--- src/rtl/control_sequencer_pkg.sv ---
// Purpose: shared types and constants for the fetch/execute/memory control sequencer.
// Latency: n/a (types, constants and one pure function only).
// Backpressure: n/a.
//
// Contents: state_t encoding, ctrl_flags bit positions, cond_sel codes and the
// condition-match helper used by the branch unit.
package ctrl_pkg;

    typedef enum logic [1:0] {
        ST_FETCH = 2'd0,
        ST_EXEC  = 2'd1,
        ST_MEM   = 2'd2,
        ST_HALT  = 2'd3
    } state_t;

    // Bit positions inside the decoder's ctrl_flags word
    localparam int CF_LDI         = 0;
    localparam int CF_MEM_RE      = 1;
    localparam int CF_MEM_WE      = 2;
    localparam int CF_SPC         = 3;
    localparam int CF_WPC         = 4;
    localparam int CF_IPC         = 5;
    localparam int CF_ADI         = 6;
    localparam int CF_COND        = 7;
    localparam int CF_IMM3        = 8;
    localparam int CF_LUI         = 9;
    localparam int CF_HALT        = 10;
    localparam int CF_COND_SEL_LO = 11;
    localparam int CF_COND_SEL_HI = 12;

    // cond_sel codes; flags[0] = zero, flags[1] = carry
    localparam logic [1:0] COND_Z  = 2'b00;
    localparam logic [1:0] COND_C  = 2'b01;
    localparam logic [1:0] COND_NZ = 2'b10;
    localparam logic [1:0] COND_NC = 2'b11;

    function automatic logic cond_match(input logic [1:0] sel, input logic [1:0] flags);
        logic m;
        case (sel)
            COND_Z:  m = flags[0];
            COND_C:  m = flags[1];
            COND_NZ: m = ~flags[0];
            default: m = ~flags[1];
        endcase
        return m;
    endfunction

endpackage

--- src/rtl/control_sequencer_branch_unit.sv ---
// Purpose: branch decision and next-PC selection for the EXEC state.
// Latency: purely combinational, 0 cycles.
// Backpressure: none; the sequencer decides when next_pc is consumed.
//
// Ports: cond/cond_sel/flags choose whether the branch is taken; wpc jumps to
// alu_out (halfword index alu_out[PC_W:1]); ipc adds sext(imm[IMM_W-1:1]) to pc,
// where pc is already the incremented PC. wpc wins over ipc. next_pc = pc otherwise.
module branch_unit
    import ctrl_pkg::*;
#(
    parameter int XLEN  = 16,
    parameter int PC_W  = XLEN - 1,
    parameter int IMM_W = 8
) (
    input  logic             cond,
    input  logic [1:0]       cond_sel,
    input  logic [1:0]       flags,
    input  logic             wpc,
    input  logic             ipc,
    input  logic [XLEN-1:0]  alu_out,
    input  logic [IMM_W-1:0] imm,
    input  logic [PC_W-1:0]  pc,
    output logic             taken,
    output logic [PC_W-1:0]  next_pc
);

    // imm[0] is dropped: the offset is in halfwords
    logic [PC_W-1:0] rel_off;
    logic            unused_bits;

    assign taken       = ~cond | cond_match(cond_sel, flags);
    assign rel_off     = {{(PC_W - IMM_W + 1){imm[IMM_W-1]}}, imm[IMM_W-1:1]};
    assign unused_bits = ^{alu_out[0], imm[0]};

    always_comb begin
        next_pc = pc;
        if (taken && wpc) begin
            next_pc = alu_out[PC_W:1];
        end else if (taken && ipc) begin
            next_pc = pc + rel_off;
        end
    end

endmodule

--- src/rtl/control_sequencer.sv ---
// Purpose: FETCH -> EXEC -> optional MEM control sequencer with sticky HALT.
// Latency: 2 cycles per ALU/branch instruction at zero wait, +1 per memory wait state.
// Backpressure: FETCH and MEM stall with no side effects until mem_ready; EXEC ignores it.
//
// Ports: clk/rst (async, active-high); ctrl_flags/flags from decoder and ALU;
// reg_o0/reg_o2/alu_out/mem_rdata data inputs; mem_req/mem_we/mem_addr/mem_wdata/
// mem_byte_half to the unified memory port; inst, reg_in/reg_we, alu_b, pc, halted.
// All outputs except pc/inst are combinational from state and inputs, so rst
// silences mem_req/reg_we in the same cycle it is asserted.
module control_sequencer
    import ctrl_pkg::*;
#(
    parameter int              XLEN     = 16,
    parameter int              PC_W     = XLEN - 1,
    parameter int              IMM_W    = 8,
    parameter logic [PC_W-1:0] RESET_PC = '0
) (
    input  logic            clk,
    input  logic            rst,
    input  logic [15:0]     ctrl_flags,
    input  logic [1:0]      flags,
    input  logic [XLEN-1:0] reg_o0,
    input  logic [XLEN-1:0] reg_o2,
    input  logic [XLEN-1:0] alu_out,
    input  logic [XLEN-1:0] mem_rdata,
    input  logic            mem_ready,
    output logic            mem_req,
    output logic            mem_we,
    output logic [XLEN-1:0] mem_addr,
    output logic [XLEN-1:0] mem_wdata,
    output logic            mem_byte_half,
    output logic [XLEN-1:0] inst,
    output logic [XLEN-1:0] reg_in,
    output logic            reg_we,
    output logic [XLEN-1:0] alu_b,
    output logic [PC_W-1:0] pc,
    output logic            halted
);

    state_t state;

    logic             cf_ldi, cf_re, cf_we, cf_spc, cf_wpc, cf_ipc;
    logic             cf_adi, cf_cond, cf_imm3, cf_lui, cf_halt;
    logic [1:0]       cf_cond_sel;
    logic [IMM_W-1:0] imm;
    logic [XLEN-1:0]  link_addr;
    logic [PC_W-1:0]  br_next_pc;
    logic             br_taken;
    logic             unused_bits;

    assign cf_ldi      = ctrl_flags[CF_LDI];
    assign cf_re       = ctrl_flags[CF_MEM_RE];
    assign cf_we       = ctrl_flags[CF_MEM_WE];
    assign cf_spc      = ctrl_flags[CF_SPC];
    assign cf_wpc      = ctrl_flags[CF_WPC];
    assign cf_ipc      = ctrl_flags[CF_IPC];
    assign cf_adi      = ctrl_flags[CF_ADI];
    assign cf_cond     = ctrl_flags[CF_COND];
    assign cf_imm3     = ctrl_flags[CF_IMM3];
    assign cf_lui      = ctrl_flags[CF_LUI];
    assign cf_halt     = ctrl_flags[CF_HALT];
    assign cf_cond_sel = ctrl_flags[CF_COND_SEL_HI:CF_COND_SEL_LO];

    assign imm       = inst[IMM_W-1:0];
    // pc has already been incremented by FETCH, so this is the return address
    assign link_addr = XLEN'({pc, 1'b0});

    assign unused_bits = ^{ctrl_flags[15:13], inst[XLEN-1:IMM_W], reg_o0[XLEN-1:XLEN-IMM_W], br_taken};

    branch_unit #(
        .XLEN  (XLEN),
        .PC_W  (PC_W),
        .IMM_W (IMM_W)
    ) u_branch (
        .cond     (cf_cond),
        .cond_sel (cf_cond_sel),
        .flags    (flags),
        .wpc      (cf_wpc),
        .ipc      (cf_ipc),
        .alu_out  (alu_out),
        .imm      (imm),
        .pc       (pc),
        .taken    (br_taken),
        .next_pc  (br_next_pc)
    );

    // ---------------- memory port ----------------
    assign mem_req       = ~rst & ((state == ST_FETCH) | (state == ST_MEM));
    assign mem_we        = ~rst & (state == ST_MEM) & cf_we;
    assign mem_addr      = (state == ST_MEM) ? alu_out : link_addr;
    assign mem_wdata     = reg_o0;
    assign mem_byte_half = (state == ST_MEM) ? inst[3] : 1'b1;
    assign halted        = ~rst & (state == ST_HALT);

    // Load write-back only on the ready cycle; a simultaneous store suppresses it
    assign reg_we = ~rst & (((state == ST_EXEC) & ~cf_halt & ~cf_re & ~cf_we) |
                            ((state == ST_MEM) & mem_ready & cf_re & ~cf_we));

    always_comb begin
        reg_in = alu_out;
        if (state == ST_MEM) begin
            reg_in = mem_rdata;
        end else if (cf_spc) begin
            reg_in = link_addr;
        end else if (cf_ldi) begin
            reg_in = {{(XLEN - IMM_W){imm[IMM_W-1]}}, imm};
        end else if (cf_lui) begin
            reg_in = {imm, reg_o0[XLEN-IMM_W-1:0]};
        end
    end

    always_comb begin
        alu_b = reg_o2;
        if (cf_adi) begin
            alu_b = {{(XLEN - 4){inst[3]}}, inst[3:0]};
        end else if (cf_imm3) begin
            alu_b = {{(XLEN - 3){1'b0}}, inst[2:0]};
        end
    end

    // ---------------- sequencer ----------------
    always_ff @(posedge clk or posedge rst) begin
        if (rst) begin
            state <= ST_FETCH;
            pc    <= RESET_PC;
            inst  <= '0;
        end else begin
            case (state)
                ST_FETCH: begin
                    if (mem_ready) begin
                        inst  <= mem_rdata;
                        pc    <= pc + 1'b1;
                        state <= ST_EXEC;
                    end
                end
                ST_EXEC: begin
                    if (cf_halt) begin
                        state <= ST_HALT;
                    end else if (cf_re || cf_we) begin
                        state <= ST_MEM;
                    end else begin
                        pc    <= br_next_pc;
                        state <= ST_FETCH;
                    end
                end
                ST_MEM: begin
                    if (mem_ready) begin
                        state <= ST_FETCH;
                    end
                end
                default: begin
                    state <= ST_HALT;
                end
            endcase
        end
    end

endmodule

--- config.mk ---
export PLATFORM = sky130hd
export DESIGN_NAME = control_sequencer
export DESIGN_NICKNAME = d
export VERILOG_FILES = /design/src/rtl/control_sequencer_pkg.sv /design/src/rtl/control_sequencer_branch_unit.sv /design/src/rtl/control_sequencer.sv
export SDC_FILE = /design/constraint.sdc
export NUM_CORES = 1
export LEC_CHECK = 0
export ABC_AREA = 1
export BUFFER_PORTS_ARGS = -buffer_cell sky130_fd_sc_hd__buf_2
export CORE_MARGIN = 3
export CORE_UTILIZATION = 48
export CTS_CLUSTER_DIAMETER = 100
export CTS_CLUSTER_SIZE = 40
export DETAILED_ROUTE_END_ITERATION = 6
export PLACE_DENSITY = 0.95
export RECOVER_POWER = 100
export SYNTH_ARGS = -nofsm -noshare
export SYNTH_HDL_FRONTEND = slang
export SYNTH_SLANG_ARGS = --single-unit
--- constraint.sdc ---
create_clock -name clk -period 2.5 [get_ports clk]
set_clock_uncertainty 0.15 [all_clocks]
set_input_delay 0.25 -clock clk [delete_from_list [all_inputs] [get_ports clk]]
set_output_delay 0.25 -clock clk [all_outputs]
set_load 0.01 [all_outputs]
# == After elaboration in Yosys (flattened, before gate mapping) ==
# Index checks and enable logic that the tools add are counted.
# totals
inputBits,85
rom_bits,0
latchBits,0
out_inout_bits,100
reg_bits,33
memories,0
ram_bits,0
elab_cells,65
# op_classes
muxes,20
bitwise_logic,21
shifts,0
n_lt_le_gt_ge,0
n_div,0
n_reduce_logical,9
n_addsub,2
eq_ne,10
multipliers,0
# ops
cell,count
$mux 16,7
$mux 15,5
$pmux 15 s2,1
$add 15x1->15 const B,1
$add 15x15->15,1
$and 1x1->1,11
$mux 2,4
$ne 2x2->1 const B,4
$not 1->1,7
$eq 2x2->1 const B,3
$pmux 2 s3,1
$reduce_and 5->1,1
$eq 2x1->1 const B,2
$logic_not 2->1,2
$reduce_and 2->1,2
$ne 3x1->1 const B,1
$or 1x1->1,3
$pmux 1 s3,1
$logic_and 1x1->1,2
$reduce_bool 2->1,1
$logic_or 1x1->1,1
$mux 1,1

# == Depth between registers and ports, before layout ==
# Gate-level depths: netlist of the first run.
# logic_depth
ltp_word,9
depth_mapped,14
ltp_nobuf,14

# == By module ==
# A second synthesis of the first run with hierarchy kept.
# unflattened
cells_unflattened,749
hier_area_um2,4235.3
# modules_own_cells
mod,seq_area_each_um2,cells_each,area_each_um2,instances
control_sequencer,825.8,465,2862.7,1
branch_unit,0.0,284,1372.6,1

# == Worst setup path before layout of the first run ==
# Ideal clock, no wire load.
# synth_path
kind,flip-flop to flip-flop
startpoint,reg pc[0]
endpoint,reg pc[4]
n_path_buf,0
setup_slack_ns,0.486
setup_time_ns,0.116
t_arrival_ns,1.747
period_less_slack_ns,2.014
required_ns,2.234
path_stages_with_launch,13
path_cell_list,dfrtp_1 > ha_1 > inv_1 > fa_1 > inv_1 > nand3_1 > nand3_1 > xnor2_1 > nand2_1 > o211ai_1 > nand2_1 > nand2_1 > nand2_1
# synth_between
elab_chain_len,6
word_cells_on_any_way,8
cone_classes,add/sub: 2; mux: 6
# synth_rtl
element,line,rtl
"start, declared",control_sequencer.sv:36,"output logic [PC_W-1:0] pc,"
"start signal, assigned",control_sequencer.sv:132,pc <= pc + 1'b1;
"start signal, assigned",control_sequencer.sv:142,pc <= br_next_pc;
$add 15x15->15,control_sequencer_branch_unit.sv:40,next_pc = pc + rel_off;
$mux 15,control_sequencer_branch_unit.sv:39,end else if (taken && ipc) begin
$mux 15,control_sequencer_branch_unit.sv:37,if (taken && wpc) begin
$mux 15,control_sequencer.sv:139,end else if (cf_re || cf_we) begin
$mux 15,control_sequencer.sv:137,if (cf_halt) begin
$pmux 15 s2 (*),control_sequencer.sv:128,case (state)
# Mark *: on every way between the ends. The rest lies on a longest branch, timed or not. The select of a mux whose other input is x is not followed.
# A chain may end at the register's enable or synchronous reset.

# == Final worst setup path of the first run ==
# layout_path
startpoint,reg state[1]
endpoint,out reg_in[0]
# layout_between
elab_chain_len,2
# layout_rtl
element,line,rtl
"start, declared",control_sequencer.sv:40,state_t state;
"start signal, assigned",control_sequencer.sv:124,state <= ST_FETCH;
"start signal, assigned",control_sequencer.sv:133,state <= ST_EXEC;
"start signal, assigned",control_sequencer.sv:138,state <= ST_HALT;
$eq 2x2->1,control_sequencer.sv:101,if (state == ST_MEM) begin
$mux 16,control_sequencer.sv:101,
"end, declared",control_sequencer.sv:33,"output logic [XLEN-1:0] reg_in,"
# Every way passes these cells.

==> results of run 1 <==
worst paths after layout:
kind                                       from  cells after the start                   end  slack, ns
setup / recovery           state[1]$_DFFE_PP0P_                      9             reg_in[0]       0.22
hold / removal                     mem_rdata[4]                      2   inst[4]$_DFFE_PP0P_       0.06
setup reg to reg            inst[7]$_DFFE_PP0P_                     11    pc[14]$_DFFE_PP0P_       0.25
hold reg to reg             inst[8]$_DFFE_PP0P_                      2   inst[8]$_DFFE_PP0P_       0.34
max in group asynchronous                   rst                      4     pc[8]$_DFFE_PP0P_       0.96
min in group asynchronous                   rst                      4  state[1]$_DFFE_PP0P_       0.70
metal layers:
metal | track usage [%] | part of all wire [%]
met4 | 9.83 | 2.6
met1 | 37.4 | 39
met5 | 0 | 0
met2 | 44.1 | 47
met3 | 5.63 | 11
final cells by class:
type | instances | area, um2 | area share [%]
flip-flops and latches | 33 | 826 | 17.6
well taps | 102 | 128 | 2.72
inverters | 97 | 364 | 7.77
repair buffers | 186 | 836 | 17.8
clock buffers | 5 | 68.8 | 1.47
clock inverters | 2 | 35.0 | 0.747
multi-input cells | 499 | 2430 | 51.9
cells in the mapped netlist (all sizes together):
library cell / instances / area (um2)
nand2: 231 / 875
inv: 97 / 367
o21ai: 68 / 344
nor2: 53 / 206
nand3: 50 / 250
dfrtp: 33 / 826
a21oi: 27 / 139
buf: 26 / 181
clkbuf: 15 / 56.3
ha: 15 / 188
o211ai: 10 / 75.1
nand4: 9 / 56.3
o221ai: 7 / 61.3
nor3: 6 / 40.0
or2: 5 / 31.3
mux2: 4 / 45.0
o31ai: 4 / 30.0
xor2: 4 / 35.0
nand3b: 2 / 15.0
xnor2: 2 / 17.5
fa: 1 / 20.0
o21a: 1 / 7.51
worst register-to-register path, cell delays in order (launching register included):
cell,delay [ns]
dfrtp_1,0.73
ha_1,0.40
nand2_1,0.12
inv_1,0.06
nand2_1,0.08
nand2_1,0.08
a21oi_1,0.18
nand2_1,0.07
nand2_1,0.06
nand3_1,0.06
nand2_1,0.10
a21oi_1,0.06
report_power, final:
part	leakage (nW)	switching [mW]	internal [mW]	total (mW)
registers	0.395	0.336	0.786	1.12
logic	2.12	2.86	1.54	4.40
clock network	0.0540	0.206	0.290	0.496
what timing repair did:
item	CTS	global route
hold buffers	1	0
gates resized for setup	0	2
endpoints found under the hold margin	33	0
endpoints found under the setup margin	0	4
registers in the layout, indices dropped and copies added (netlist names):
name,cells
pc,15
inst,16
state,2
kinds of logic after synthesis:
family          synth area share (%)
flops                           21.4
xor+xnor                        1.36
fa+ha+maj                       5.37
compound gates                  17.0
simple gates                    38.1
buf+inv                         15.6
mux                             1.16
==> key figures, run 1 <==
Synth
  – Synth Register Bits: 33
  – Post-Syn Instances: 670
  – Syn_nets: 771
  – Register area share after synthesis: 21.4%
  – Warnings from Yosys: 0
  – Yosys cell types: 32
  – Syn avg cell area: 5.77 um2
  – Area of the mapped netlist: 0.00387 mm2

Critical path
  – Top delay family on crit path: buffers and inverters
  – Crit start category: flip-flop
  – Largest stage delay on the critical path: 0.38 ns
  – Slowest cell on the critical path: dfrtp_1
  – Worst Path Arrival: 1.88 ns
  – Req. time, crit path: 2.10 ns
  – Cell Chain, Critical Path: inv_1, nor2_1, inv_1, buf_4, nand2_2, a21oi_1, o21ai_0, o21ai_0, clkbuf_1
  – Worst setup EP type: output pin
  – Worst Path Buf+Inv: 4
  – Setup CP Type: reg2out
  – Crit path max fanout: 10

Global route
  – GRT Total Usage: 27.8%
  – First-pass GRT wire length: 19,900 um
  – Largest net degree at the start of global routing: 34
  – GRT overflow: 0
  – Vias in the first global route: 4,217
  – Initial antenna violation count: 0

Cells and area
  – Nets: 923
  – Fin cells: 924
  – Commonest non-fill, non-tap cell in the layout: nand2_1
  – Area delta synth->final: 21.3%
  – Design Area, Final: 0.00469 mm2
  – Antenna Cells: 0
  – FILL cells: 778
  – Most frequent cells in the layout: nand2_1, inv_1, clkbuf_1
  – Share of cells above drive strength 1: 14.7%
  – Utilization after layout: 60.4%

Clocking
  – Post-CTS setup buffer count: 0
  – Cts bufs inserted: 5
  – CTS root buf: clkbuf_8
  – H-tree Lvls: 2
  – Clock transition at the registers of the reported paths: 0.07 ns
  – Worst-case clock buffer depth: 2
  – Worst skew pair latency: 0.29 ns
  – CTS tree: yes
  – Number of clock sinks: 33

Power and ir drop
  – Tot Pwr: 6.02 mW
  – Maximum VDD drop: 639 uV
  – Lkg Pwr: 2.57 nW
  – PwrDens: 1280 mW/mm2

Drt
  – DRT Pass-1 Iters: 5
  – Wire per inst: 14.1 um
  – Residual DRC: 0
  – Total number of vias: 4,944
  – Routed Antenna Nets: 0
  – DRT Wirelength: 13,100 um
  – DR iter-0 viols: 577
  – Via/cell ratio: 5.35

STA
  – Slew margin rel.: 24.6%
  – Fmax achieved: 0.438 GHz
  – Measured slew at the worst slew-check pin: 1.13 ns
  – Pins Over Slew Limit: 0
  – Tcrit/Tclk final: 91.3%
  – Hold Violations, Final: 0
  – Final TNS setup: 0 ns
  – RSZ-0062 raised after global routing: no
  – PnR worst setup slack: 0.218 ns
  – Hold slack: 0.0616 ns
  – Post-route minimum period: 2.28 ns
  – Final setup viols: 0

Placed design
  – Setup slack after placement: 0.367 ns
  – DP Cell Count: 916
  – PortBufs: 165
  – DP HPWL: 10,200 um
  – RePlAce Congestion: 1.04
  – Placement Cell Area: 0.00473 mm2

Die
  – Number of cell rows: 32
  – Die H: 95.7 um
  – Starting Density: 49.8%
  – CORE AREA: 0.00777 mm2
  – I/O pins: 185
  – Die Wd: 95.7 um
  – Die area: 0.00917 mm2

Flow run
  – Max cap viols: 0

Hold path
  – Hold WC Path Type: in2reg

Outcome
  – Outcome: completed
(Power assumes the default switching activity.)
==> run 2: changes to the inputs <==
GPL_TIMING_DRIVEN = 0   (was unset)
==> key figures, run 2 (same netlist as run 1, synthesis figures left out) <==
STA
  – Fmax achieved: 0.415 GHz
  – Final TNS setup: 0 ns
  – Final setup viols: 0
  – Hold Violations, Final: 0
  – RSZ-0062 raised after global routing: no
  – Measured slew at the worst slew-check pin: 1.35 ns
  – Pins Over Slew Limit: 0
  – Post-route minimum period: 2.41 ns
  – Slew margin rel.: 10.2%
  – Tcrit/Tclk final: 96.5%

Die
  – Number of cell rows: 32
  – I/O pins: 185
  – Die Wd: 95.7 um
  – Die area: 0.00917 mm2
  – Die H: 95.7 um
  – CORE AREA: 0.00777 mm2
  – Starting Density: 49.8%

Clocking
  – Clock transition at the registers of the reported paths: 0.07 ns
  – Worst skew pair latency: 0.28 ns
  – Post-CTS setup buffer count: 0
  – Hold Buf Count CTS: 0
  – CTS tree: yes
  – CTS root buf: clkbuf_8
  – H-tree Lvls: 2
  – Number of clock sinks: 33
  – Post-CTS resize count: 0
  – Cts bufs inserted: 5
  – Worst-case clock buffer depth: 2

Cells and area
  – Nets: 949
  – Fin cells: 950
  – Most frequent cells in the layout: nand2_1, clkbuf_1, inv_1
  – Design Area, Final: 0.00480 mm2
  – Area delta synth->final: 24.2%
  – Share of cells above drive strength 1: 14.7%
  – Max reg flops: 16
  – Commonest non-fill, non-tap cell in the layout: nand2_1
  – Top Registers: inst: 16 flops, pc: 15 flops, state: 2 flops
  – Biggest register: inst
  – FILL cells: 816
  – Antenna Cells: 0

Placed design
  – PortBufs: 171
  – RePlAce Congestion: 0.965
  – Placement Cell Area: 0.00485 mm2
  – DP HPWL: 11,000 um
  – DP Cell Count: 943

Critical path
  – Req. time, crit path: 2.10 ns
  – Crit path launch: state[0]$_DFFE_PP0P_
  – FF-to-FF Start: pc[0]$_DFFE_PP0P_
  – Setup CP Type: reg2out
  – Crit path max fanout: 10
  – Crit start category: flip-flop
  – Worst setup EP type: output pin
  – Worst Path Arrival: 2.01 ns

Drt
  – Wire per inst: 14.4 um
  – Via/cell ratio: 5.39
  – Total number of vias: 5,123
  – DR iter-0 viols: 544
  – Residual DRC: 0
  – DRT Pass-1 Iters: 6
  – Routed Antenna Nets: 0
  – DRT Wirelength: 13,700 um

Power and ir drop
  – Maximum VDD drop: 683 uV
  – Lkg Pwr: 2.61 nW
  – PwrDens: 1250 mW/mm2

Outcome
  – Outcome: completed

Hold path
  – HP Start: mem_rdata[15]
  – Hold WC Path Type: in2reg

Flow run
  – Max cap viols: 0

Global route
  – Vias in the first global route: 4,257
  – First-pass GRT wire length: 20,500 um
  – Initial antenna violation count: 0
  – GRT Total Usage: 28.6%
  – GRT overflow: 0
  – Largest net degree at the start of global routing: 34
==> run 2: final cells by class <==
type | count | area [um2] | area share (%)
inverter | 97 | 367 | 7.63
multi-input combinational | 499 | 2430 | 50.6
buffer | 41 | 230 | 4.79
timing repair buffer | 171 | 737 | 15.3
clock buffer | 7 | 86.3 | 1.80
sequential | 33 | 826 | 17.2
tap | 102 | 128 | 2.66
==> run 2: path summary, 6_finish.rpt <==
check,endpoint,slack [ns],depth (start not counted)
worst max-delay path,mem_addr[10],0.09,5
worst min-delay path,inst[15]$_DFFE_PP0P_,0.07,2
worst max register to register,pc[4]$_DFFE_PP0P_,0.24,12
worst min register to register,inst[10]$_DFFE_PP0P_,0.34,2
max in group asynchronous,inst[6]$_DFFE_PP0P_,1.15,2
min in group asynchronous,pc[14]$_DFFE_PP0P_,0.25,2
==> run 2: layer usage <==
layer	wire length, um	GRT usage, %
met1	5290	37.6
met3	1470	6.10
met5	0	0
met2	6680	47.3
met4	281	8.06
==> run 2: where the power goes <==
part | switching (mW) | internal, mW
Clock | 0.198 | 0.219
Sequential | 0.455 | 0.784
Combinational | 2.82 | 1.53
==> run 2: critical path, cell delays in order (launching register included) <==
cell,delay (ns)
dfrtp_1,0.43
nor2_1,0.15
buf_2,0.26
buf_1,0.45
o21ai_0,0.25
buf_2,0.20
==> run 2: through the flow <==
stage | power [mW] | setup slack, ns | utilization [%] | hold slack, ns
global placement | 5.58 | 0.345 | 62.4 | 0.320
global route | 6.59 | 0.0133 | 61.8 | 0.0662
detailed placement | 5.65 | 0.310 | 62.4 | 0.324
finish | 6.01 | 0.0879 | 61.8 | 0.0702
CTS | 6.09 | 0.0850 | 63.5 | 0.0656
floorplan | 4.11 | 0.486 | - | 0.229
